**src/rtl/onehot_regfile.sv**
```systemverilog
// 16-entry register file written through a one-hot select vector, with two
// registered read ports, optional write bypass and a sticky malformed-write flag.
module onehot_regfile #(
  parameter int unsigned WIDTH   = 16,
  parameter bit          BYPASS  = 1'b1,
  parameter bit          R0_ZERO = 1'b0
) (
  input  logic             clk,
  input  logic             rst_n,
  input  logic [15:0]      wr_sel,
  input  logic             wr_en,
  input  logic [WIDTH-1:0] wr_data,
  input  logic [3:0]       rd_addr_a,
  input  logic [3:0]       rd_addr_b,
  input  logic             rd_req,
  output logic [WIDTH-1:0] rd_data_a,
  output logic [WIDTH-1:0] rd_data_b,
  output logic             rd_valid,
  output logic             err,
  input  logic             err_clr,
  output logic [7:0]       wr_count
);

  logic [WIDTH-1:0] r_mem [16];
  logic [WIDTH-1:0] r_rdDataA;
  logic [WIDTH-1:0] r_rdDataB;
  logic             r_rdValid;
  logic             r_err;
  logic [7:0]       r_wrCount;

  logic             w_oneHot;
  logic             w_accept;
  logic             w_bad;
  logic [WIDTH-1:0] w_rdA;
  logic [WIDTH-1:0] w_rdB;

  // Exactly one bit set: nonzero and clearing the lowest set bit leaves nothing.
  assign w_oneHot = (wr_sel != 16'd0) && ((wr_sel & (wr_sel - 16'd1)) == 16'd0);
  assign w_accept = wr_en && w_oneHot;
  assign w_bad    = wr_en && !w_oneHot;

  always_comb begin
    w_rdA = r_mem[rd_addr_a];
    w_rdB = r_mem[rd_addr_b];
    if (BYPASS && w_accept && wr_sel[rd_addr_a]) begin
      w_rdA = wr_data;
    end
    if (BYPASS && w_accept && wr_sel[rd_addr_b]) begin
      w_rdB = wr_data;
    end
    if (R0_ZERO && (rd_addr_a == 4'd0)) begin
      w_rdA = '0;
    end
    if (R0_ZERO && (rd_addr_b == 4'd0)) begin
      w_rdB = '0;
    end
  end

  always_ff @(posedge clk or negedge rst_n) begin
    if (!rst_n) begin
      for (int i = 0; i < 16; i++) begin
        r_mem[i] <= '0;
      end
    end else if (w_accept) begin
      for (int i = 0; i < 16; i++) begin
        if (wr_sel[i] && !(R0_ZERO && (i == 0))) begin
          r_mem[i] <= wr_data;
        end
      end
    end
  end

  always_ff @(posedge clk or negedge rst_n) begin
    if (!rst_n) begin
      r_rdDataA <= '0;
      r_rdDataB <= '0;
      r_rdValid <= 1'b0;
    end else begin
      r_rdValid <= rd_req;
      if (rd_req) begin
        r_rdDataA <= w_rdA;
        r_rdDataB <= w_rdB;
      end
    end
  end

  // A malformed write takes priority over a simultaneous clear.
  always_ff @(posedge clk or negedge rst_n) begin
    if (!rst_n) begin
      r_err     <= 1'b0;
      r_wrCount <= 8'd0;
    end else begin
      if (w_bad) begin
        r_err <= 1'b1;
      end else if (err_clr) begin
        r_err <= 1'b0;
      end
      if (w_accept) begin
        r_wrCount <= r_wrCount + 8'd1;
      end
    end
  end

  assign rd_data_a = r_rdDataA;
  assign rd_data_b = r_rdDataB;
  assign rd_valid  = r_rdValid;
  assign err       = r_err;
  assign wr_count  = r_wrCount;

endmodule
```
**config.mk**
```make
export PLATFORM = sky130hd
export DESIGN_NAME = onehot_regfile
export DESIGN_NICKNAME = d
export VERILOG_FILES = /design/src/rtl/onehot_regfile.sv
export SDC_FILE = /design/constraint.sdc
export NUM_CORES = 1
export LEC_CHECK = 0
export BUFFER_PORTS_ARGS = -buffer_cell sky130_fd_sc_hd__buf_2
export CELL_PAD_IN_SITES_DETAIL_PLACEMENT = 1
export CELL_PAD_IN_SITES_GLOBAL_PLACEMENT = 1
export CORE_ASPECT_RATIO = 2
export CORE_MARGIN = 2
export CORE_UTILIZATION = 40
export CTS_CLUSTER_SIZE = 8
export DETAILED_ROUTE_END_ITERATION = 10
export PLACE_DENSITY_LB_ADDON = 0.15
export SYNTH_ARGS = -nofsm -noshare
export SYNTH_HDL_FRONTEND = slang
export SYNTH_SLANG_ARGS = --single-unit
```
**constraint.sdc**
```tcl
create_clock -name clk -period 2.5 [get_ports clk]
set_clock_uncertainty 0.2 [all_clocks]
set_input_delay 0.625 -clock clk [delete_from_list [all_inputs] [get_ports clk]]
set_output_delay 0.625 -clock clk [all_outputs]
set_load 0.01 [all_outputs]
```
======== Word-level counts from Yosys, hierarchy flattened ========
Index checks and enable logic that the tools add are counted.
operators by class
  $add $sub $neg .......................... 2
  multiply operators ...................... 0
  divide/modulo/power cells ............... 0
  order comparisons ....................... 4
  equality and inequality tests ........... 0
  shift-type cells ........................ 0
  muxes and demuxes ....................... 14
  bitwise logic cells ..................... 3
  reductions and logical operators ........ 25
operators with widths
  cell                                                 number
  binary-select mux 16 bit (select 4 bit)              2
  2-to-1 mux 16 bit                                    6
  AND reduction 2 bit                                  16
  bitwise AND 16 bit                                   1
  zero test 16 bit                                     1
  nonzero test 16 bit                                  1
  subtractor 16 x 1 -> 16 bit (second input constant)  1
  >= comparator 5 bit (second input constant)          2
  < comparator 4 x 5 -> 1 bit (second input constant)  2
  inverter 4 -> 5 bit                                  2
  adder 8 x 1 -> 8 bit (second input constant)         1
  binary-select mux 1 bit (select 4 bit)               2
  logical AND 1 bit                                    5
  2-to-1 mux 1 bit                                     4
  nonzero test 2 bit                                   1
  zero test 1 bit                                      1
storage, ports and cells
  bits in registers ....................... 298
  bits in latches ......................... 0
  RAM bits ................................ 0
  bits in read-only memories .............. 0
  bits of input ports ..................... 45
  output and inout bits ................... 42
  logic and storage cells ................. 69
  memories ................................ 0

======== Depth between registers and ports, before layout ========
Gate-level depths: netlist of run 1.
  depth after elaboration ................. 7
  gate-level depth with buffers ........... 9
  mapped depth without buffers ............ 6

======== Worst setup path before layout of run 1 ========
No wires, ideal clock.
  path type ............................... input port to flip-flop
  start ................................... in rd_addr_a[0]
  end ..................................... reg r_rdDataA[0] (netlist: rd_data_a[0])
  library setup time ...................... 0.142 ns
  arrival ................................. 3.081 ns
  required time ........................... 2.158 ns
  setup slack ............................. -0.923 ns
  stages on the path ...................... 8
  path buffers ............................ 3
  cells stage by stage .................... buf_2 > buf_1 > buf_1 > mux4_2 > mux4_2 > and2_1 > o31ai_1 > o221ai_1
between the ends
  longest elaborated chain between the ends .. 5
  elaborated cells on any way between the ends .. 8
  those cells by class .................... 6 x mux; 1 x bitwise; 1 x reduce/logical
ends and longest elaborated chain
  item                                                  RTL line  source
  from (decl)                                           13        input logic [3:0] rd_addr_a,
  inverter 4 -> 5 bit (not written as such)             43        w_rdA = r_mem[rd_addr_a];
  binary-select mux 16 bit (select 4 bit)               43
  2-to-1 mux 16 bit (not written as such) (2 in a row)  43
  2-to-1 mux 16 bit (*)                                 45        if (BYPASS && w_accept && wr_sel[rd_addr_a]) begin
  to (signal assigned)                                  81        r_rdDataA <= w_rdA;
  to (decl)                                             25        logic [WIDTH-1:0] r_rdDataA;
Mark *: on every way between the ends. The rest lies on a longest branch, timed or not. The select of a mux whose other input is x is not followed.
A chain may end at the register's enable or synchronous reset.

======== Worst setup path after layout of run 1 ========
  start ................................... in wr_sel[3]
  end ..................................... reg r_mem[135] (netlist name)
between the ends
  longest elaborated chain between the ends .. 6
  elaborated cells on any way between the ends .. 7
  those cells by class .................... 1 x add/sub; 1 x bitwise; 5 x reduce/logical
ends and longest elaborated chain
  item                               RTL line  source
  from (decl)                        10        input logic [15:0] wr_sel,
  subtractor 16 x 1 -> 16 bit        38        assign w_oneHot = (wr_sel != 16'd0) && ((wr_sel & (wr_sel - 16'd1)) == 16'd0);
  bitwise AND 16 bit                 38
  zero test 16 bit                   38
  logical AND 1 bit (*)              38
  logical AND 1 bit (*)              39        assign w_accept = wr_en && w_oneHot;
  AND reduction 2 bit (no line) (*)  -
  to (signal, indexed assignment)    67        r_mem[i] <= wr_data;
  to (decl)                          24        logic [WIDTH-1:0] r_mem [16];
Mark *: on every way between the ends. The rest lies on a longest branch, timed or not.

==> metrics.md, run 1 <==
| Metric | Value |
|---|---|
| Slew Viols, Final | 0 |
| Crit path cell chain | buf_6, or4_4, maj3_2, o31ai_4, and3_4, buf_12, nand3_4, buf_12, mux2_4 |
| Worst Setup End Kind | flip-flop |
| Leakage Power | 9.614 nW |
| Total track usage | 26.16% |
| Ys flop type | dfrtp_1 |
| Post-route ant nets | 0 |
| Clock Latency Late Sink | between 0.5 and 0.6 ns |
| Full die area | approximately 43000 um2 |
| Crit start category | input pin |
| Status | complete, but fails checks |
| First-pass GRT wire length | 82700 um |
| Mapped Avg Cell Area | around 16 um2 |
| Internal | 0.008656 W |
| Maximum clock path buffer count | 3 |
| Post-route DRC | 0 |
| Die width | 148.3 um |
| Sw frac | 24.60% |
| Vias in the first global route | about 12000 |
| RSZ-0062 raised after global routing | yes |
| Hold path start | err_clr |
| Largest fanout on the critical path | 11 |
| Worst slew pin tran | 0.5017 ns |
| Ant diodes | 0 |
| Hpwl dp | 36990 um |
| Synth unique cells | 51 |
| Worst-path clk slew | 0.05 ns |
| CTS Root Buffer Type | clkbuf_16 |
| Reg2reg end | rd_data_a[0] |
| Wirelength per Cell | 32.32 um |
| Crit path required time | 2.72 ns |
| Critical path's largest stage delay | roughly 0.58 ns |
| H-tree depth | 2 |
| R2r setup slk | around 0.16 ns |
| # rows | 105 |
| Largest net degree at the start of global routing | just over 80 |
| Clock power share | a little under half |
| Endpoints failing setup | about 300 |
| Most common cell after layout, fill and taps aside | dfrtp_1 |
| Post-layout instance area | 20540 um2 |
| # clock sinks | 298 |
| Die height | 292.5 um |
| Final WL | 56080 um |
| Pwr Density | 559.0 nW/um2 |
| Worst VDD drop | 458.6 uV |
| Most Frequent Cell on Critical Path | buf_12 |
| Hold Path Class | input pin to flip-flop |
| IO Pins | 87 |
| Core Footprint | between 40000 and 50000 um2 |
| Mapped Area | 16650 um2 |
| Placement Cell Area | 18750 um2 |
| Hold Vio Cnt, Final | 0 |
| Fraction of registers with async set or reset after synthesis | 100.0% |
| Fin Setup TNS | -55.74 ns |
| Critical Setup Path Class | input pin to flip-flop |
| CTS tree | built |
| Final #Nets | roughly 1200 |
| Max Cap Viol | 0 |
| Final period util | 109.8% |
| Initial Util | between 40% and 50% |
| Worst path slowest cell | or4_4 |
| Worst Path Arrival | roughly 3.0 ns |
| Comb power frac | 10.0% |
| Worst hold path cell count | 3 |
| Vias/cell | 6.124 |
| Area contributors post-synth | dfrtp_1, mux4_2, mux2_2 |
| RR Startpoint | r_mem[64] |
| DRT iter0 DRCs | between 600 and 700 |
| Synth warnings | 0 |
| R2R depth | 5 |
| Tmin final | 2.745 ns |
| Top cell type's share of synthesized area | 44.79% |
| Layout area overhead | 23.34% |
| Dpl cells | around 1700 |
| Hold Crit Endpoint | err |
| Final WS setup | -0.2452 ns |
| Share of post-route cells with drive strength above 1 | 62.58% |
| Syn_nets | 1093 |
| Fmax achieved | between 0.3 and 0.4 GHz |
| Initial antenna violation count | 0 |
| Non-filler cells, final | about 1700 |
| Global route total overflow | 0 |
| Number of CTS-inserted buffers | 43 |
| GPL Wtd Cong | 0.8404 |
| Cells after Synth | 1047 |
| Post-synth EDFFs | 0 |
| Synthesized flop and latch total | 298 |
| Failing checks | negative setup slack |
| Port bufs | 86 |
| Leading area contributor after synthesis | dfrtp_1 |
| NetSw | 0.002824 W |
| Most frequent cells in the layout | dfrtp_1, mux4_2, mux2_4 |
| Max_slew headroom | 66.55% |
| FILL cells | 3946 |
| Pre-Repair DR Iteration Count | 4 |
| Vias | between 10000 and 15000 |
| Sequential area share after synthesis | 44.79% |
| Sequential Power Share | 43.5% |
per-layer routing:
layer | GRT usage, % | up-vias | routed length (um)
li1 | - | 4378 | -
met1 | 29.27 | 5883 | 20370
met2 | 47.55 | 253 | 30600
met3 | 2.383 | 112 | 1395
met4 | 15.89 | 0 | 3720
met5 | 0 | - | 0
kinds of logic after synthesis:
logic type	after synthesis	share of synthesized area [%]
buffers and inverters	133	3.945
multiplexers	429	42.83
adder cells (fa/ha/maj)	2	0.1353
AO/OA/AOI/OAI	79	4.013
flip-flops	298	44.79
AND/OR/NAND/NOR	99	3.915
XOR/XNOR	7	0.3682
power by group through the flow:
stage / sequential (W) / clock (W) / combinational, W
2_1_floorplan: 0.00505 / 0 / 0.000532
3_3_place_gp: 0.00506 / 0 / 0.00108
3_5_place_dp: 0.00506 / 0 / 0.00109
4_1_cts: 0.00499 / 0.00544 / 0.00112
5_1_grt: 0.00500 / 0.00564 / 0.00122
6_report: 0.00499 / 0.00534 / 0.00115
critical path: cells and delay by family:
| kind | cells | cell delay, ns |
|---|---|---|
| fa+ha+maj | 1 | 0.36 |
| compound gates | 1 | 0.24 |
| simple gates | 3 | 0.96 |
| mux | 1 | 0.30 |
| buf+inv | 3 | 0.44 |
through the flow:
step	worst slack [ns]	utilization, %	hold WS [ns]	total power, W
global placement	-0.8941	45.74	0.2518	0.006138
finish	-0.2452	50.10	0.2086	0.01148
detailed placement	-0.9342	45.74	0.2580	0.006158
global route	-0.2711	50.10	0.2107	0.01186
CTS	-0.2208	49.25	0.1908	0.01155
floorplan	-0.6285	-	0.1294	0.005583
timing repair:
action,4_1_cts,5_1_grt
setup buffers,0,2
gates cloned,1,4
resized for setup,42,59
hold buffers,1,0
pin swaps,17,7
setup endpoints to repair,297,297
endpoints found under the hold margin,36,0
worst max-delay path by stage:
stage,slack (ns),to,from,cells past startpoint
5_1_grt,-0.27,r_mem[230],wr_sel[3],9
4_1_cts,-0.22,r_mem[135],wr_sel[3],9
6_report,-0.25,r_mem[135],wr_sel[3],9
2_1_floorplan,-0.63,r_mem[133],wr_sel[3],9
3_5_place_dp,-0.93,rd_data_a[7],wr_sel[3],9
3_3_place_gp,-0.89,rd_data_a[7],wr_sel[3],9
final cells by class:
cell class	count	area, um2	share of cell area, %
inverter	36	135.1	0.6580
clock buffer	45	1115	5.429
sequential	298	7457	36.31
clock inverter	3	55.05	0.2681
timing repair buffer	202	2132	10.38
tap	535	669.4	3.260
multi-input combinational	616	8972	43.69
flip-flops by register name, indices dropped and copies added (netlist names):
signal	cells
rd_valid	1
wr_count	8
rd_data_a	16
r_mem	256
rd_data_b	16
err	1
cells in the mapped netlist (16+ instances only):
library cell and instances:
clkbuf_1 50, dfrtp_1 298, o221ai_1 32, mux2_4 110, o31ai_1 17, buf_2 17
a31o_2 16, mux2_2 148, inv_1 33, mux4_2 168, and2_1 18, nand2_1 39
Note: power is estimated with default switching activity, not from simulation.
==> inputs of run 2 (changes only) <==
--- a/config.mk
+++ b/config.mk
@@ -5,6 +5,7 @@
 export SDC_FILE = /design/constraint.sdc
 export NUM_CORES = 1
 export LEC_CHECK = 0
+export ABC_AREA = 1
 export BUFFER_PORTS_ARGS = -buffer_cell sky130_fd_sc_hd__buf_2
 export CELL_PAD_IN_SITES_DETAIL_PLACEMENT = 1
 export CELL_PAD_IN_SITES_GLOBAL_PLACEMENT = 1
==> metrics.md, run 2 <==
| Metric | Value |
|---|---|
| Post-route DRC | 0 (unchanged) |
| Core Footprint | 42440 um2 (was 40990 um2) |
| Sequential area share after synthesis | 43.53% (was 44.79%) |
| Vias/cell | 5.849 (was 6.124) |
| Largest Register | r_mem (unchanged) |
| Reg area | 7457 um2 (unchanged) |
| Mapped Avg Cell Area | 7.018 um2 (was 15.90 um2) |
| Pre-Repair DR Iteration Count | 5 (was 4) |
| FILL cells | 5327 (was 3946) |
| Total track usage | 33.08% (was 26.16%) |
| Clock Latency Late Sink | 0.57 ns (was 0.55 ns) |
| Hold Vio Cnt, Final | 0 (unchanged) |
| Final #Nets | 2596 (was 1243) |
| Synth unique cells | 26 (was 51) |
| Worst Setup End Kind | flip-flop (unchanged) |
| Multi-input logic area | 8239 um2 (was 8972 um2) |
| Port bufs | 86 (unchanged) |
| Most frequent cells in the layout | nand2_1, o21ai_0, dfrtp_1 (was dfrtp_1, mux4_2, mux2_4) |
| Largest delay contributor family on the critical path | simple AND/OR/NAND/NOR gates (unchanged) |
| Most Frequent Cell on Critical Path | nand2_1 (was buf_12) |
| Critical Setup Path Class | input pin to flip-flop (unchanged) |
| Crit start category | input pin (unchanged) |
| RSZ-0062 raised after global routing | yes (unchanged) |
| Post-route ant nets | 0 (unchanged) |
| Buf+Inv Stages, Crit Path | 6 (was 3) |
| Die height | 296.7 um (was 292.5 um) |
| Tmin final | 2.355 ns (was 2.745 ns) |
| Global route total overflow | 0 (unchanged) |
| Share of post-route cells with drive strength above 1 | 13.83% (was 62.58%) |
| Die width | 150.3 um (was 148.3 um) |
| Leakage Power | 10.35 nW (was 9.614 nW) |
| Full die area | 44600 um2 (was 43370 um2) |
| Final WL | 72940 um (was 56080 um) |
| Maximum clock path buffer count | 3 (unchanged) |
| DRT iter0 DRCs | 1071 (was 654) |
| Worst VDD drop | 491.0 uV (was 458.6 uV) |
| GPL Wtd Cong | 0.9135 (was 0.8404) |
| Most common cell in the synthesized netlist | nand2_1 (was dfrtp_1) |
| Top cell type's share of synthesized area | 43.53% (was 44.79%) |
| CTS tree | built (unchanged) |
| Worst slew pin tran | 0.5436 ns (was 0.5017 ns) |
| Cells after Synth | 2441 (was 1047) |
| Status | finished, final reports clean (was complete, but fails checks) |
| Ant diodes | 0 (unchanged) |
| Synthesized flop and latch total | 298 (unchanged) |
| Pwr Density | 580.3 nW/um2 (was 559.0 nW/um2) |
| Fraction of registers with async set or reset after synthesis | 100.0% (unchanged) |
| Layout area overhead | 21.17% (was 23.34%) |
| # clock sinks | 298 (unchanged) |
| Crit path required time | 2.74 ns (was 2.72 ns) |
| Final period util | 94.21% (was 109.8%) |
| Vias | 18113 (was 10626) |
| Worst Path Arrival | 2.60 ns (was 2.96 ns) |
| Hpwl dp | 51390 um (was 36990 um) |
| Mapped Area | 17130 um2 (was 16650 um2) |
| Initial antenna violation count | 0 (unchanged) |
| Critical path's largest stage delay | 0.22 ns (was 0.58 ns) |
| Syn_nets | 2487 (was 1093) |
| Post-synth EDFFs | 0 (unchanged) |
| Most common cell after layout, fill and taps aside | nand2_1 (was dfrtp_1) |
| Dpl cells | 3047 (was 1679) |
| Max Cap Viol | 0 (unchanged) |
| Non-filler cells, final | 3097 (was 1735) |
| Ys flop type | dfrtp_1 (unchanged) |
| Slew Viols, Final | 0 (unchanged) |
| Initial Util | 40.37% (was 40.62%) |
| # rows | 107 (was 105) |
| Vias in the first global route | 19136 (was 12295) |
| Final WS setup | 0.1447 ns (was -0.2452 ns) |
| Synth warnings | 0 (unchanged) |
| Crit path cell chain | buf_2, buf_12, inv_2, nand3_1, inv_1, nand2_1, nand2_1, nand2_1, nor2_1, nand2_2, nor2_4, nand2_8, buf_4, buf_4, o21ai_0, nand2_1 (was buf_6, or4_4, maj3_2, o31ai_4, and3_4, buf_12, nand3_4, buf_12, mux2_4) |
| Area contributors post-synth | dfrtp_1, o21ai_0, nand2_1 (was dfrtp_1, mux4_2, mux2_2) |
| Pre-CTS WS | -0.5517 ns (was -0.9342 ns) |
| Wirelength per Cell | 23.55 um (was 32.32 um) |
| Endpoints failing setup | 0 (was 295) |
| Fmax achieved | 0.4246 GHz (was 0.3643 GHz) |
| IO Pins | 87 (unchanged) |
| Top cells by count, synth | nand2_1, o21ai_0, dfrtp_1, a21oi_1 (was dfrtp_1, mux4_2, mux2_2, mux2_4, clkbuf_1) |
| First-pass GRT wire length | 112300 um (was 82700 um) |
| Worst path slowest cell | buf_4 (was or4_4) |
| H-tree depth | 2 (unchanged) |
| Final Util | 48.91% (was 50.10%) |
| Max reg flops | 256 (unchanged) |
| Largest net degree at the start of global routing | 81 (was 82) |
| Number of CTS-inserted buffers | 43 (unchanged) |
| Largest fanout on the critical path | 20 (was 11) |
| Max_slew headroom | 63.67% (was 66.55%) |
| Leading area contributor after synthesis | dfrtp_1 (unchanged) |
| Worst-path clk slew | 0.05 ns (about the same) |
| CTS Root Buffer Type | clkbuf_16 (unchanged) |
| Overall Power | 0.01205 W (was 0.01148 W) |
| Hold Path Class | input pin to flip-flop (unchanged) |
[run 2: cell count changes after synthesis, moves of 111 or more]
cell | previous run | this run
mux2_2 | 148 | 0
mux4_2 | 168 | 0
clkbuf_1 | 50 | 161
nand2_1 | 39 | 624
a21oi_1 | 0 | 228
inv_1 | 33 | 161
o21ai_0 | 1 | 614
[run 2: kinds of logic (layout without fill, tap and decap cells)]
logic type	count (synthesis)	in the layout	synth area share, %
fa+ha+maj	1	1	0.07302
xor+xnor	6	6	0.3068
compound gates	894	894	26.82
buf+inv	379	490	8.735
flops	298	298	43.53
simple gates	863	863	20.54
[run 2: worst paths after layout]
kind                         startpoint            to  slack (ns)  depth (start not counted)
setup / recovery              wr_sel[4]     r_mem[48]        0.14                         16
hold / removal                  err_clr           err        0.07                          2
setup reg to reg             r_mem[133]  rd_data_b[5]        0.46                         10
hold reg to reg            rd_data_a[7]  rd_data_a[7]        0.27                          2
max in group asynchronous         rst_n     r_mem[24]        0.95                          3
min in group asynchronous         rst_n     r_mem[38]        0.40                          2
[run 2: what timing repair did]
action	CTS	global route
hold buffers	1	0
buffers inserted	0	2
gates resized for setup	0	19
endpoints found under the hold margin	32	0
setup endpoints to repair	0	239
[run 2: final cells by class]
| cell class | count | share of cell area (%) |
|---|---|---|
| repair buffers | 278 | 12.65 |
| clock buffers | 44 | 5.304 |
| inverters | 165 | 2.984 |
| well taps | 545 | 3.285 |
| clock inverters | 3 | 0.1627 |
| multi-input cells | 1764 | 39.69 |
| flip-flops and latches | 298 | 35.92 |
[run 2: metrics by stage]
stage          hold WS, ns  cell area, um2  setup TNS, ns
2_1_floorplan       0.1294           17130              0
3_3_place_gp        0.2615           19560        -115.75
3_5_place_dp        0.2597           19560        -125.60
4_1_cts            0.05989           20700              0
5_1_grt            0.09827           20760       -0.04777
6_report           0.07427           20760              0
[run 2: metal layers]
metal,global-route usage [%],wire length (um),up-vias
met2,58.29,37200,569
met5,0,0,-
li1,-,-,8287
met4,19.83,4743,0
met3,3.635,3091,206
met1,38.08,27910,9051
[run 2: where the power goes]
group / switching (W) / internal, W
registers: 0.0000392 / 0.00490
logic: 0.00122 / 0.000591
clock network: 0.00220 / 0.00309
total: 0.00347 / 0.00858
[run 2: worst reg2reg max path, stage by stage (launching register included)]
cell	delay, ns
dfrtp_1	0.35
inv_1	0.09
a21oi_1	0.07
o21ai_0	0.08
nand2_1	0.12
o211ai_1	0.35
o21a_1	0.25
buf_12	0.13
nand2_1	0.05
nand3_1	0.16
nand2_1	0.09
==> inputs of run 3 (changes only) <==
--- a/config.mk
+++ b/config.mk
@@ -14,6 +14,7 @@
 export CORE_UTILIZATION = 40
 export CTS_CLUSTER_SIZE = 8
 export DETAILED_ROUTE_END_ITERATION = 10
+export GPL_TIMING_DRIVEN = 0
 export PLACE_DENSITY_LB_ADDON = 0.15
 export SYNTH_ARGS = -nofsm -noshare
 export SYNTH_HDL_FRONTEND = slang
==> metrics.md, run 3 (synthesis results as in run 2) <==
| Metric | Value |
|---|---|
| Status | complete, but fails checks (was finished, final reports clean) |
| Failing checks | max-capacitance violations, max-slew violations, negative setup slack |
| # rows | 107 (unchanged) |
| Initial Util | 40.37% (unchanged) |
| FILL cells | 5377 (was 5327) |
| Hold Vio Cnt, Final | 0 (unchanged) |
| Worst VDD drop | 503.0 uV (was 491.0 uV) |
| H-tree depth | 2 (unchanged) |
| Die height | 296.7 um (unchanged) |
| RSZ-0062 raised after global routing | yes (unchanged) |
| First-pass GRT wire length | 143100 um (was 112300 um) |
| Post-route ant nets | 0 (unchanged) |
| Initial antenna violation count | 5 (was 0) |
| # clock sinks | 298 (unchanged) |
| Largest net degree at the start of global routing | 114 (was 81) |
| Worst Path Arrival | 2.90 ns (was 2.60 ns) |
| Largest fanout on the critical path | 7 (was 20) |
| Clock Latency Late Sink | 0.59 ns (was 0.57 ns) |
| Full die area | 44600 um2 (unchanged) |
| Max Cap Viol | 4 (was 0) |
| Final WL | 105500 um (was 72940 um) |
| Vias | 20006 (was 18113) |
| Post-layout instance area | 21140 um2 (was 20760 um2) |
| Fmax achieved | 0.3759 GHz (was 0.4246 GHz) |
| Critical Setup Path Class | input pin to flip-flop (unchanged) |
| Crit path required time | 2.74 ns (about the same) |
| Placement Cell Area | 18210 um2 (was 19560 um2) |
| Port bufs | 67 (was 86) |
| Layout area overhead | 23.39% (was 21.17%) |
| Most frequent cells in the layout | nand2_1, o21ai_0, dfrtp_1 (unchanged) |
| Crit start category | input pin (unchanged) |
| R2r setup slk | -0.02 ns (was 0.46 ns) |
| Post-route DRC | 0 (unchanged) |
| Final #Nets | 2664 (was 2596) |
| Wirelength per Cell | 33.31 um (was 23.55 um) |
| Maximum clock path buffer count | 3 (unchanged) |
| Pwr Density | 590.4 nW/um2 (was 580.3 nW/um2) |
| Core Footprint | 42440 um2 (unchanged) |
| Final Util | 49.81% (was 48.91%) |
| Leakage Power | 10.46 nW (was 10.35 nW) |
| DRT iter0 DRCs | 1710 (was 1071) |
| Pre-Repair DR Iteration Count | 5 (unchanged) |
| Max_slew headroom | -13.54% (was 63.67%) |
| Most common cell after layout, fill and taps aside | nand2_1 (unchanged) |
| CTS tree | built (unchanged) |
| Overall Power | 0.01248 W (was 0.01205 W) |
| Final period util | 106.4% (was 94.21%) |
| Die width | 150.3 um (unchanged) |
| Hpwl dp | 75180 um (was 51390 um) |
| Endpoints failing setup | 31 (was 0) |
| Final WS setup | -0.1606 ns (was 0.1447 ns) |
| Worst slew pin tran | 1.703 ns (was 0.5436 ns) |
| CTS Root Buffer Type | clkbuf_16 (unchanged) |
| Tmin final | 2.661 ns (was 2.355 ns) |
| Global route total overflow | 0 (unchanged) |
| Hold Path Class | input pin to flip-flop (unchanged) |
| Share of post-route cells with drive strength above 1 | 15.19% (was 13.83%) |
| Worst Setup End Kind | flip-flop (unchanged) |
| Worst-path clk slew | 0.05 ns (about the same) |
| Vias/cell | 6.317 (was 5.849) |
| Vias in the first global route | 20314 (was 19136) |
| Max reg flops | 256 (unchanged) |
| Total track usage | 45.91% (was 33.08%) |
| Fin Setup TNS | -1.763 ns (was 0 ns) |
| Largest Register | r_mem (unchanged) |
| Number of CTS-inserted buffers | 43 (unchanged) |
| IO Pins | 87 (unchanged) |
| Slew Viols, Final | 36 (was 0) |
| GPL Wtd Cong | 1.095 (was 0.9135) |
run 3: critical path, stage by stage:
cell	delay [ns]
buf_12	0.10
buf_8	0.13
buf_12	0.15
buf_4	0.16
clkbuf_16	0.14
a21oi_1	0.05
o21ai_0	0.10
nand2_1	0.14
o211ai_1	0.75
o21a_1	0.30
nand2_1	0.10
nand3_1	0.08
nand2_1	0.06
run 3: layer usage:
metal  track usage (%)  vias up  routed length (um)
met2             73.34     1208               47840
met1             47.94     9792               34160
met5                 0        -                  43
li1                  -     8443                   -
met4             48.46        6               14300
met3             9.294      557                9133
run 3: through the flow:
step	setup slack [ns]	cells	hold WS, ns
3_5_place_dp	-1.632	3055	0.2671
5_1_grt	-0.07573	3166	0.05033
6_report	-0.1606	3167	0.04430
3_3_place_gp	-5.261	3053	0.2615
4_1_cts	-0.01178	3118	0.04902
2_1_floorplan	0.1079	2441	0.1294
run 3: cell type report:
class	count	area, um2	area share (%)
buffer	214	1551	7.340
timing repair buffer	131	1192	5.641
inverter	165	638.1	3.019
multi-input combinational	1765	8477	40.10
tap	545	681.9	3.226
clock inverter	3	32.53	0.1539
clock buffer	45	1105	5.227
sequential	298	7457	35.28
antenna	1	2.502	0.01184
run 3: timing repair:
| item | 4_1_cts | 5_1_grt |
|---|---|---|
| buffers inserted | 12 | 34 |
| pin swaps | 17 | 54 |
| setup endpoints to repair | 295 | 398 |
| gates cloned | 1 | 14 |
| resized for setup | 223 | 271 |
| hold buffers | 2 | 0 |
| hold endpoints to repair | 90 | 0 |
run 3: path summary, 6_finish.rpt:
kind | start | endpoint | depth (start not counted)
worst min-delay path | err_clr | err | 2
worst min register to register | rd_data_b[8] | rd_data_b[8] | 2
worst max register to register | r_mem[166] | rd_data_b[6] | 9
worst max-delay path | rd_addr_b[0] | rd_data_b[5] | 13
min in group asynchronous | rst_n | wr_count[3] | 2
max in group asynchronous | rst_n | rd_data_a[10] | 4
run 3: power by group:
| group | total, W | internal, W | switching [W] |
|---|---|---|---|
| Sequential | 0.00495 | 0.00490 | 0.0000426 |
| Clock | 0.00541 | 0.00309 | 0.00232 |
| Combinational | 0.00213 | 0.000533 | 0.00159 |
